`config.mk`:
```
export PLATFORM = sky130hd
export DESIGN_NAME = proc_mstr_drain
export DESIGN_NICKNAME = d
export VERILOG_FILES = /design/src/rtl/proc_pkg.sv /design/src/rtl/proc_skid_buf.sv /design/src/rtl/proc_mstr_drain.sv
export SDC_FILE = /design/constraint.sdc
export NUM_CORES = 1
export LEC_CHECK = 0
export CORE_ASPECT_RATIO = 0.7
export CORE_UTILIZATION = 30
export DETAILED_ROUTE_END_ITERATION = 12
export PLACE_DENSITY = 0.55
export RECOVER_POWER = 25
export SLEW_MARGIN = 20
export SYNTH_ARGS = -nofsm -noshare
export SYNTH_HDL_FRONTEND = slang
export SYNTH_SLANG_ARGS = --single-unit
export TNS_END_PERCENT = 5
```
`constraint.sdc`:
```
create_clock -name clk -period 4.12 [get_ports clk]
set_clock_uncertainty 0.05 [all_clocks]
set_input_delay 0.824 -clock clk [delete_from_list [all_inputs] [get_ports clk]]
set_output_delay 0.824 -clock clk [all_outputs]
set_load 0.1 [all_outputs]
```
`src/rtl/proc_pkg.sv`:
```
// Shared definitions for the processing block and its output-path drain logic.
package proc_pkg;

    localparam int DATA_WIDTH     = 32;
    localparam int BYTES_PER_WORD = DATA_WIDTH / 8;

    typedef enum logic [1:0] {
        IDLE = 2'd0,
        RUN  = 2'd1,
        DONE = 2'd2
    } drain_state_t;

endpackage

```
`src/rtl/proc_skid_buf.sv`:
```
// Two-entry, order-preserving output buffer between the FIFO read path and the
// master port. Head entry drives the outputs directly from registers.
module proc_skid_buf
    import proc_pkg::*;
(
    input  logic                  clk,
    input  logic                  rst_n,
    input  logic                  push,
    input  logic [DATA_WIDTH-1:0] push_data,
    input  logic                  ready,
    output logic                  valid,
    output logic [DATA_WIDTH-1:0] data,
    output logic [1:0]            occ
);

    logic [DATA_WIDTH-1:0] head_r, tail_r;
    logic [DATA_WIDTH-1:0] head_nxt_s, tail_nxt_s;
    logic [1:0]            occ_r, occ_nxt_s;
    logic                  valid_r;
    logic                  pop_s;

    assign pop_s = valid_r & ready;

    // Next buffer contents: head always holds the oldest word.
    always_comb begin
        head_nxt_s = head_r;
        tail_nxt_s = tail_r;
        occ_nxt_s  = occ_r;
        case ({push, pop_s})
            2'b10: begin
                if (occ_r == 2'd0) begin
                    head_nxt_s = push_data;
                    occ_nxt_s  = 2'd1;
                end else if (occ_r == 2'd1) begin
                    tail_nxt_s = push_data;
                    occ_nxt_s  = 2'd2;
                end else begin
                    occ_nxt_s  = occ_r;
                end
            end
            2'b01: begin
                head_nxt_s = tail_r;
                occ_nxt_s  = occ_r - 2'd1;
            end
            2'b11: begin
                if (occ_r == 2'd2) begin
                    head_nxt_s = tail_r;
                    tail_nxt_s = push_data;
                end else begin
                    head_nxt_s = push_data;
                end
            end
            default: begin
                occ_nxt_s = occ_r;
            end
        endcase
    end

    // Buffer registers with synchronous active-low reset.
    always_ff @(posedge clk) begin
        if (!rst_n) begin
            head_r  <= {DATA_WIDTH{1'b0}};
            tail_r  <= {DATA_WIDTH{1'b0}};
            occ_r   <= 2'd0;
            valid_r <= 1'b0;
        end else begin
            head_r  <= head_nxt_s;
            tail_r  <= tail_nxt_s;
            occ_r   <= occ_nxt_s;
            valid_r <= (occ_nxt_s != 2'd0);
        end
    end

    assign valid = valid_r;
    assign data  = head_r;
    assign occ   = occ_r;

endmodule

```
`src/rtl/proc_mstr_drain.sv`:
```
// Drains the processing block's output FIFO onto the master write port,
// generating word addresses and burst-last markers and reporting underflow.
module proc_mstr_drain
    import proc_pkg::*;
#(
    parameter int ADDR_WIDTH = 32,
    parameter int CNT_WIDTH  = 20,
    parameter int BURST_LEN  = 16
) (
    input  logic                  clk,
    input  logic                  rst_n,
    input  logic                  start,
    input  logic [ADDR_WIDTH-1:0] base_addr,
    input  logic [CNT_WIDTH-1:0]  num_words,
    input  logic                  fifo_empty,
    output logic                  fifo_rd,
    input  logic [DATA_WIDTH-1:0] fifo_data,
    input  logic                  proc_cmplt,
    output logic                  m_valid,
    input  logic                  m_ready,
    output logic [ADDR_WIDTH-1:0] m_addr,
    output logic [DATA_WIDTH-1:0] m_data,
    output logic                  m_last,
    output logic                  busy,
    output logic                  done,
    output logic                  err_underflow
);

    localparam int BC_W = (BURST_LEN > 1) ? $clog2(BURST_LEN) : 1;
    localparam logic [BC_W-1:0] BURST_MAX = BC_W'(BURST_LEN - 1);

    drain_state_t          state_r, state_nxt_s;
    logic [CNT_WIDTH-1:0]  num_words_r, issued_r, sent_r;
    logic [BC_W-1:0]       burst_cnt_r, burst_nxt_s;
    logic [ADDR_WIDTH-1:0] addr_r;
    logic                  last_r, inflight_r, cmplt_seen_r, uflow_r;
    logic                  err_r, busy_r, done_r;
    logic [1:0]            occ_s;
    logic                  pop_s, room_s, fifo_rd_s, start_ok_s;
    logic                  uflow_trig_s, uflow_any_s, final_pop_s;

    proc_skid_buf u_skid (
        .clk       (clk),
        .rst_n     (rst_n),
        .push      (inflight_r),
        .push_data (fifo_data),
        .ready     (m_ready),
        .valid     (m_valid),
        .data      (m_data),
        .occ       (occ_s)
    );

    assign pop_s       = m_valid & m_ready;
    // Buffer space counting the word still in flight and the one leaving now.
    assign room_s      = ({1'b0, occ_s} + {2'b00, inflight_r}) < (3'd2 + {2'b00, pop_s});
    assign fifo_rd_s   = (state_r == RUN) & ~fifo_empty & (issued_r < num_words_r)
                       & room_s & ~uflow_r;
    assign start_ok_s  = (state_r == IDLE) & start;
    // Producer finished while words are still owed and nothing is coming.
    assign uflow_trig_s = (state_r == RUN) & (cmplt_seen_r | proc_cmplt) & fifo_empty
                        & (issued_r < num_words_r) & ~inflight_r & ~uflow_r;
    assign uflow_any_s = uflow_r | uflow_trig_s;
    assign final_pop_s = pop_s & ((sent_r + CNT_WIDTH'(1)) == num_words_r);
    assign burst_nxt_s = (burst_cnt_r == BURST_MAX) ? {BC_W{1'b0}} : burst_cnt_r + BC_W'(1);

    // Frame sequencing: leave RUN on the final handshake or once an underflowed frame has drained.
    always_comb begin
        state_nxt_s = state_r;
        case (state_r)
            IDLE: begin
                if (start) begin
                    state_nxt_s = (num_words == {CNT_WIDTH{1'b0}}) ? DONE : RUN;
                end else begin
                    state_nxt_s = IDLE;
                end
            end
            RUN: begin
                if (final_pop_s) begin
                    state_nxt_s = DONE;
                end else if (uflow_any_s && (occ_s == 2'd0) && !inflight_r) begin
                    state_nxt_s = DONE;
                end else begin
                    state_nxt_s = RUN;
                end
            end
            DONE:    state_nxt_s = IDLE;
            default: state_nxt_s = IDLE;
        endcase
    end

    // State, counters, address/last generation and status flags.
    always_ff @(posedge clk) begin
        if (!rst_n) begin
            state_r      <= IDLE;
            num_words_r  <= {CNT_WIDTH{1'b0}};
            issued_r     <= {CNT_WIDTH{1'b0}};
            sent_r       <= {CNT_WIDTH{1'b0}};
            burst_cnt_r  <= {BC_W{1'b0}};
            addr_r       <= {ADDR_WIDTH{1'b0}};
            last_r       <= 1'b0;
            inflight_r   <= 1'b0;
            cmplt_seen_r <= 1'b0;
            uflow_r      <= 1'b0;
            err_r        <= 1'b0;
            busy_r       <= 1'b0;
            done_r       <= 1'b0;
        end else begin
            state_r    <= state_nxt_s;
            busy_r     <= (state_nxt_s == RUN);
            done_r     <= (state_nxt_s == DONE);
            inflight_r <= fifo_rd_s;
            if (start_ok_s) begin
                num_words_r  <= num_words;
                issued_r     <= {CNT_WIDTH{1'b0}};
                sent_r       <= {CNT_WIDTH{1'b0}};
                burst_cnt_r  <= {BC_W{1'b0}};
                addr_r       <= base_addr;
                last_r       <= (BURST_MAX == {BC_W{1'b0}}) | (num_words == CNT_WIDTH'(1));
                cmplt_seen_r <= 1'b0;
                uflow_r      <= 1'b0;
                err_r        <= 1'b0;
            end else begin
                if (fifo_rd_s) begin
                    issued_r <= issued_r + CNT_WIDTH'(1);
                end
                if (pop_s) begin
                    sent_r      <= sent_r + CNT_WIDTH'(1);
                    addr_r      <= addr_r + ADDR_WIDTH'(BYTES_PER_WORD);
                    burst_cnt_r <= burst_nxt_s;
                    last_r      <= (burst_nxt_s == BURST_MAX)
                                 | ((sent_r + CNT_WIDTH'(2)) == num_words_r);
                end
                if ((state_r == RUN) && proc_cmplt) begin
                    cmplt_seen_r <= 1'b1;
                end
                if (uflow_trig_s) begin
                    uflow_r <= 1'b1;
                    err_r   <= 1'b1;
                end
            end
        end
    end

    assign fifo_rd       = fifo_rd_s;
    assign m_addr        = addr_r;
    assign m_last        = last_r;
    assign busy          = busy_r;
    assign done          = done_r;
    assign err_underflow = err_r;

endmodule

```
Yosys cells after proc, flatten, opt, wreduce, memory -nomap -nowiden
Index checks and enable logic that the tools add are counted.
- add/sub/neg operators: 8
- order comparisons: 2
- equal/unequal tests: 17
- mux-type cells: 20
- bitwise logic cells: 19
- reduce and logical (&&, ||, !) cells: 14
- operators by type and width (kind ; number):
    32-bit two-way mux ; 7
    32-bit case mux with 3 select lines ; 1
    32-bit case mux with 2 select lines ; 1
    20-bit by 1-bit adder with 20-bit output (second input constant) ; 2
    20-bit equality test ; 2
    32-bit by 3-bit adder with 32-bit output (second input constant) ; 1
    20-bit by 2-bit adder with 20-bit output (second input constant) ; 1
    20-bit by 1-bit equality test with 1-bit output (second input constant) ; 1
    20-bit logical NOT ; 1
    20-bit < comparator ; 1
    1-bit AND ; 12
    2-bit two-way mux ; 6
    2-bit by 1-bit equality test with 1-bit output (second input constant) ; 4
    2-bit equality test (second input constant) ; 4
    4-bit equality test (second input constant) ; 2
    2-bit case mux with 2 select lines ; 2
    2-bit nonzero test ; 3
    4-bit by 1-bit adder with 4-bit output (second input constant) ; 1
    2-bit logical NOT ; 2
    4-bit two-way mux ; 1
    2-bit by 1-bit inequality test with 1-bit output (second input constant) ; 2
    2-bit inequality test (second input constant) ; 2
    1-bit NOT ; 4
    4-bit AND reduction ; 1
    11 further kinds ; 16
- flip-flop bits (word level): 171
- input bits: 90

Logic depth before layout (Yosys ltp)
- depth in word-level cells: 13
- gate-level depth with buffers: 10
- depth with buffers taken out: 9

Cells and area by module
From an unflattened synthesis, not the netlist that was laid out.
- cell total of the unflattened synthesis: 1098
- area, all modules: 9161.3 µm²
- modules (own cells, without submodules) (module ; instances ; cells each ; area each (µm²)):
    proc_mstr_drain ; 1 ; 783 ; 6217.2
    proc_skid_buf ; 1 ; 315 ; 2944.1

Worst setup path after synthesis
No wires, ideal clock.
- path kind: register -> output
- from: reg u_skid.valid_r, in the netlist u_skid.valid
- to: out fifo_rd
- arrival: 3.224 ns
- required time: 3.246 ns
- slack: 0.022 ns
- stages on the path, launching flop included: 6
- path buffers: 1
- path through: dfxtp_1 nand2_1 o21ai_0 nand3_1 clkbuf_1 nor2_1
- longest elaborated chain between the ends: 5
- RTL lines (what ; RTL line ; text):
    start, declared ; proc_skid_buf.sv:19 ; logic valid_r;
    start signal, assigned ; proc_skid_buf.sv:70 ; valid_r <= (occ_nxt_s != 2'd0);
    1-bit AND ; proc_mstr_drain.sv:53 ; assign pop_s = m_valid & m_ready;
    2-bit by 1-bit adder with 3-bit output ; proc_mstr_drain.sv:55 ; assign room_s = ({1'b0, occ_s} + {2'b00, inflight_r}) < (3'd2 + {2'b00, pop_s});
    3-bit < comparator ; proc_mstr_drain.sv:55 ;
    1-bit AND (2 in series) ; proc_mstr_drain.sv:57 ; & room_s & ~uflow_r;
    end, declared ; proc_mstr_drain.sv:16 ; output logic fifo_rd,
No other way between the ends.

Worst setup path in the final report
- from: reg num_words_r[4]
- to: out fifo_rd
- longest elaborated chain between the ends: 4
- RTL lines (what ; RTL line ; text):
    start, declared ; proc_mstr_drain.sv:33 ; logic [CNT_WIDTH-1:0] num_words_r, issued_r, sent_r;
    start signal, assigned ; proc_mstr_drain.sv:95 ; num_words_r <= {CNT_WIDTH{1'b0}};
    start signal, assigned ; proc_mstr_drain.sv:113 ; num_words_r <= num_words;
    20-bit < comparator ; proc_mstr_drain.sv:56 ; assign fifo_rd_s = (state_r == RUN) & ~fifo_empty & (issued_r < num_words_r)
    1-bit AND ; proc_mstr_drain.sv:56 ;
    1-bit AND (2 in series) ; proc_mstr_drain.sv:57 ;
No other way between the ends.

==> reports/qor.yml <==
rsz0062_at_grt: "no"
portBuffers: 159
drv_slew: 0
grt_pass1_vias: 7282
start_util: 0.307
hp-class: "flop to flop"
leakagePower_nw: 3.85
final_cells: 1595
finalCritPeriodShare: 0.913
cts_resized: 0
worst_setup_path_end_kind: "primary output"
vias_per_cell: 5.07
power_per_cell_area_mw_per_mm2: 474
clock_latency_ns: 0.44
cts_hold_buf: 0
track_usage: 0.170
gr-total-overflow: 0
path_clk_slew_ns: 0.08
peakVddDrop_mv: 0.398
dieArea_mm2: 0.0304
max_freq_mhz: 266
crit_type: "flop to primary output"
nets: 1327
required_ns: 3.25
avgSynthCellArea_um2: 8.26
drive_gt1_frac: 0.0477
slew_headroom: 0.218
die_h_um: 146
hold_viol_final: 0
startpoint_type: "flop"
status: "finished clean"
clockBufferDepth: 2
synth-main-ff-cell: "dfxtp_1"
setup_violations: 0
cts_buffers: 17
htreeDepth: 4
ant_nets: 0
cts_tree: "yes"
drt_first_pass_iters: 6
netlist_instances: 1077
finalSetupTns_ns: 0
cap_violations: 0
post-place-cells: 1562
cts_sinks: 171
synth_area_mm2: 0.00890
via_count: 8094
antenna_found_initial: 4
dp_hpwl_um: 18500
dr.first_iter.drc_count: 627
ys_ff_latch: 171
cts_setup_buffers: 0
synth_warnings: 0
wl_um: 26000
synthArstFlopShare: 0
cp_max_fo: 14
synth_cell_types: 63
grt_max_degree: 65
synth_seq_area_share: 0.385
rows: 52
core_area_mm2: 0.0290
routabilityCongestion: 0.845
timing.final.crit_period_ns: 3.76
worst_pin_slew_ns: 1.17
io_pins: 160
drc: 0
ctsRootBufferMaster: "clkbuf_16"
area_delta_synth_final_pct: 28.5
synth_edf_count: 0
die_w_um: 208
synth_nets: 1201
grt_pass1_wl_um: 41200
cp_data_arrival_time_ns: 2.89
wl_per_cell_um: 16.3
==> per-stage QoR <==
step | utilization | setup WS [ns] | hold WS [ns] | power (mW) | cell area [µm²]
2_1_floorplan | - | 0.0215 | 0.387 | 3.34 | 8900
3_3_place_gp | 0.376 | 0.814 | 0.396 | 3.88 | 10900
3_5_place_dp | 0.376 | 0.790 | 0.401 | 3.89 | 10900
4_1_cts | 0.395 | 0.332 | 0.411 | 5.49 | 11500
5_1_grt | 0.394 | 0.0522 | 0.433 | 5.67 | 11400
6_report | 0.394 | 0.360 | 0.408 | 5.42 | 11400
==> flip-flops by register name, summed over array words and instances, names as in the netlist <==
signal / flops
u_skid.tail_r: 32
sent_r: 20
u_skid.occ: 2
err_underflow: 1
inflight_r: 1
m_addr: 32
issued_r: 20
state_r: 2
num_words_r: 20
u_skid.data: 32
busy: 1
m_last: 1
burst_cnt_r: 4
cmplt_seen_r: 1
done: 1
u_skid.valid: 1
==> Yosys cell counts, drive strengths merged (2+ instances only) <==
| master | n | area (µm²) |
|---|---|---|
| dfxtp | 171 | 3420 |
| nor2 | 148 | 556 |
| nand2 | 100 | 375 |
| a21oi | 64 | 320 |
| a211oi | 54 | 405 |
| clkbuf | 52 | 196 |
| xnor2 | 47 | 412 |
| xor2 | 43 | 377 |
| inv | 38 | 143 |
| mux2i | 35 | 350 |
| a22oi | 34 | 255 |
| ha | 34 | 425 |
| nand3 | 31 | 155 |
| o21ai | 30 | 150 |
| nand4 | 27 | 175 |
| nor3 | 24 | 120 |
| nor4 | 19 | 125 |
| buf | 17 | 76.3 |
| or3 | 17 | 106 |
| nand2b | 7 | 43.8 |
| and4 | 6 | 52.6 |
| nor4b | 6 | 52.6 |
| a211o | 5 | 43.8 |
| and3 | 5 | 31.3 |
| o31ai | 5 | 37.5 |
| a311oi | 4 | 35.0 |
| and2 | 4 | 25.0 |
| o21a | 4 | 30.0 |
| o221ai | 4 | 35.0 |
| a31oi | 3 | 18.8 |
| or4 | 3 | 22.5 |
| or4b | 3 | 30.0 |
| a2111o | 2 | 22.5 |
| a2111oi | 2 | 23.8 |
| a21o | 2 | 15.0 |
| a22o | 2 | 17.5 |
| and3b | 2 | 17.5 |
| mux2 | 2 | 22.5 |
| nor2b | 2 | 12.5 |
| o311ai | 2 | 17.5 |
| o41ai | 2 | 17.5 |
==> per-layer routing <==
layer  GRT usage  wire (µm)  up-vias
li1            -          -     4106
met1       0.254      13500     3763
met2       0.238      10600      198
met3      0.0514       1650       21
met4      0.0344        181        6
met5           0         42        -
==> final timing paths <==
| kind | start | endpoint | slack (ns) | cells past startpoint |
|---|---|---|---|---|
| hold / removal | m_addr[0] | m_addr[0] | 0.41 | 2 |
| hold reg to reg | m_addr[0] | m_addr[0] | 0.41 | 2 |
| setup reg to reg | num_words_r[2] | issued_r[16] | 0.79 | 9 |
| setup / recovery | num_words_r[4] | fifo_rd | 0.36 | 8 |
==> cells by family after synthesis <==
group	count (synthesis)	share of synthesized area
muxes	37	0.0419
adders and majority gates	34	0.0478
DFF	171	0.385
and+or+nand+nor	409	0.218
xor gates and xnor gates	90	0.0886
AOI/OAI and AO/OA	229	0.172
buffers and inverters	107	0.0467
==> power breakdown <==
part	total, mW	leakage [nW]	internal (mW)	switching (mW)
logic	1.90	2.18	0.526	1.37
clock network	1.58	0.272	0.821	0.762
registers	1.94	1.39	1.81	0.133
==> cell type report <==
| class | count | area (µm²) |
|---|---|---|
| Sequential cell | 171 | 3420 |
| Inverter | 38 | 144 |
| Tap cell | 378 | 473 |
| Clock buffer | 19 | 453 |
| Timing Repair Buffer | 176 | 1750 |
| Fill cell | 2930 | 17600 |
| Multi-Input combinational cell | 799 | 5080 |
| Antenna cell | 1 | 2.50 |
| Clock inverter | 13 | 106 |
==> worst max-delay path: stages, from the launching register on <==
cell,delay (ns)
dfxtp_1,0.50
inv_1,0.13
ha_1,0.30
nand2_1,0.04
or3_1,0.33
o221ai_1,0.21
a22o_1,0.49
nor2_1,0.22
buf_12,0.22
==> cells in the final DEF (no fill, tap or decap), types with 34 or more instances in the layout <==
cell type,n
xnor2_1,47
a21oi_1,63
a211oi_1,54
nand2_1,99
inv_1,37
dfxtp_1,171
ha_1,34
xor2_1,43
nor2_1,147
clkdlybuf4s50_1,156
mux2i_1,35
a22oi_1,34
No activity file was read; power rests on OpenSTA's default activity.
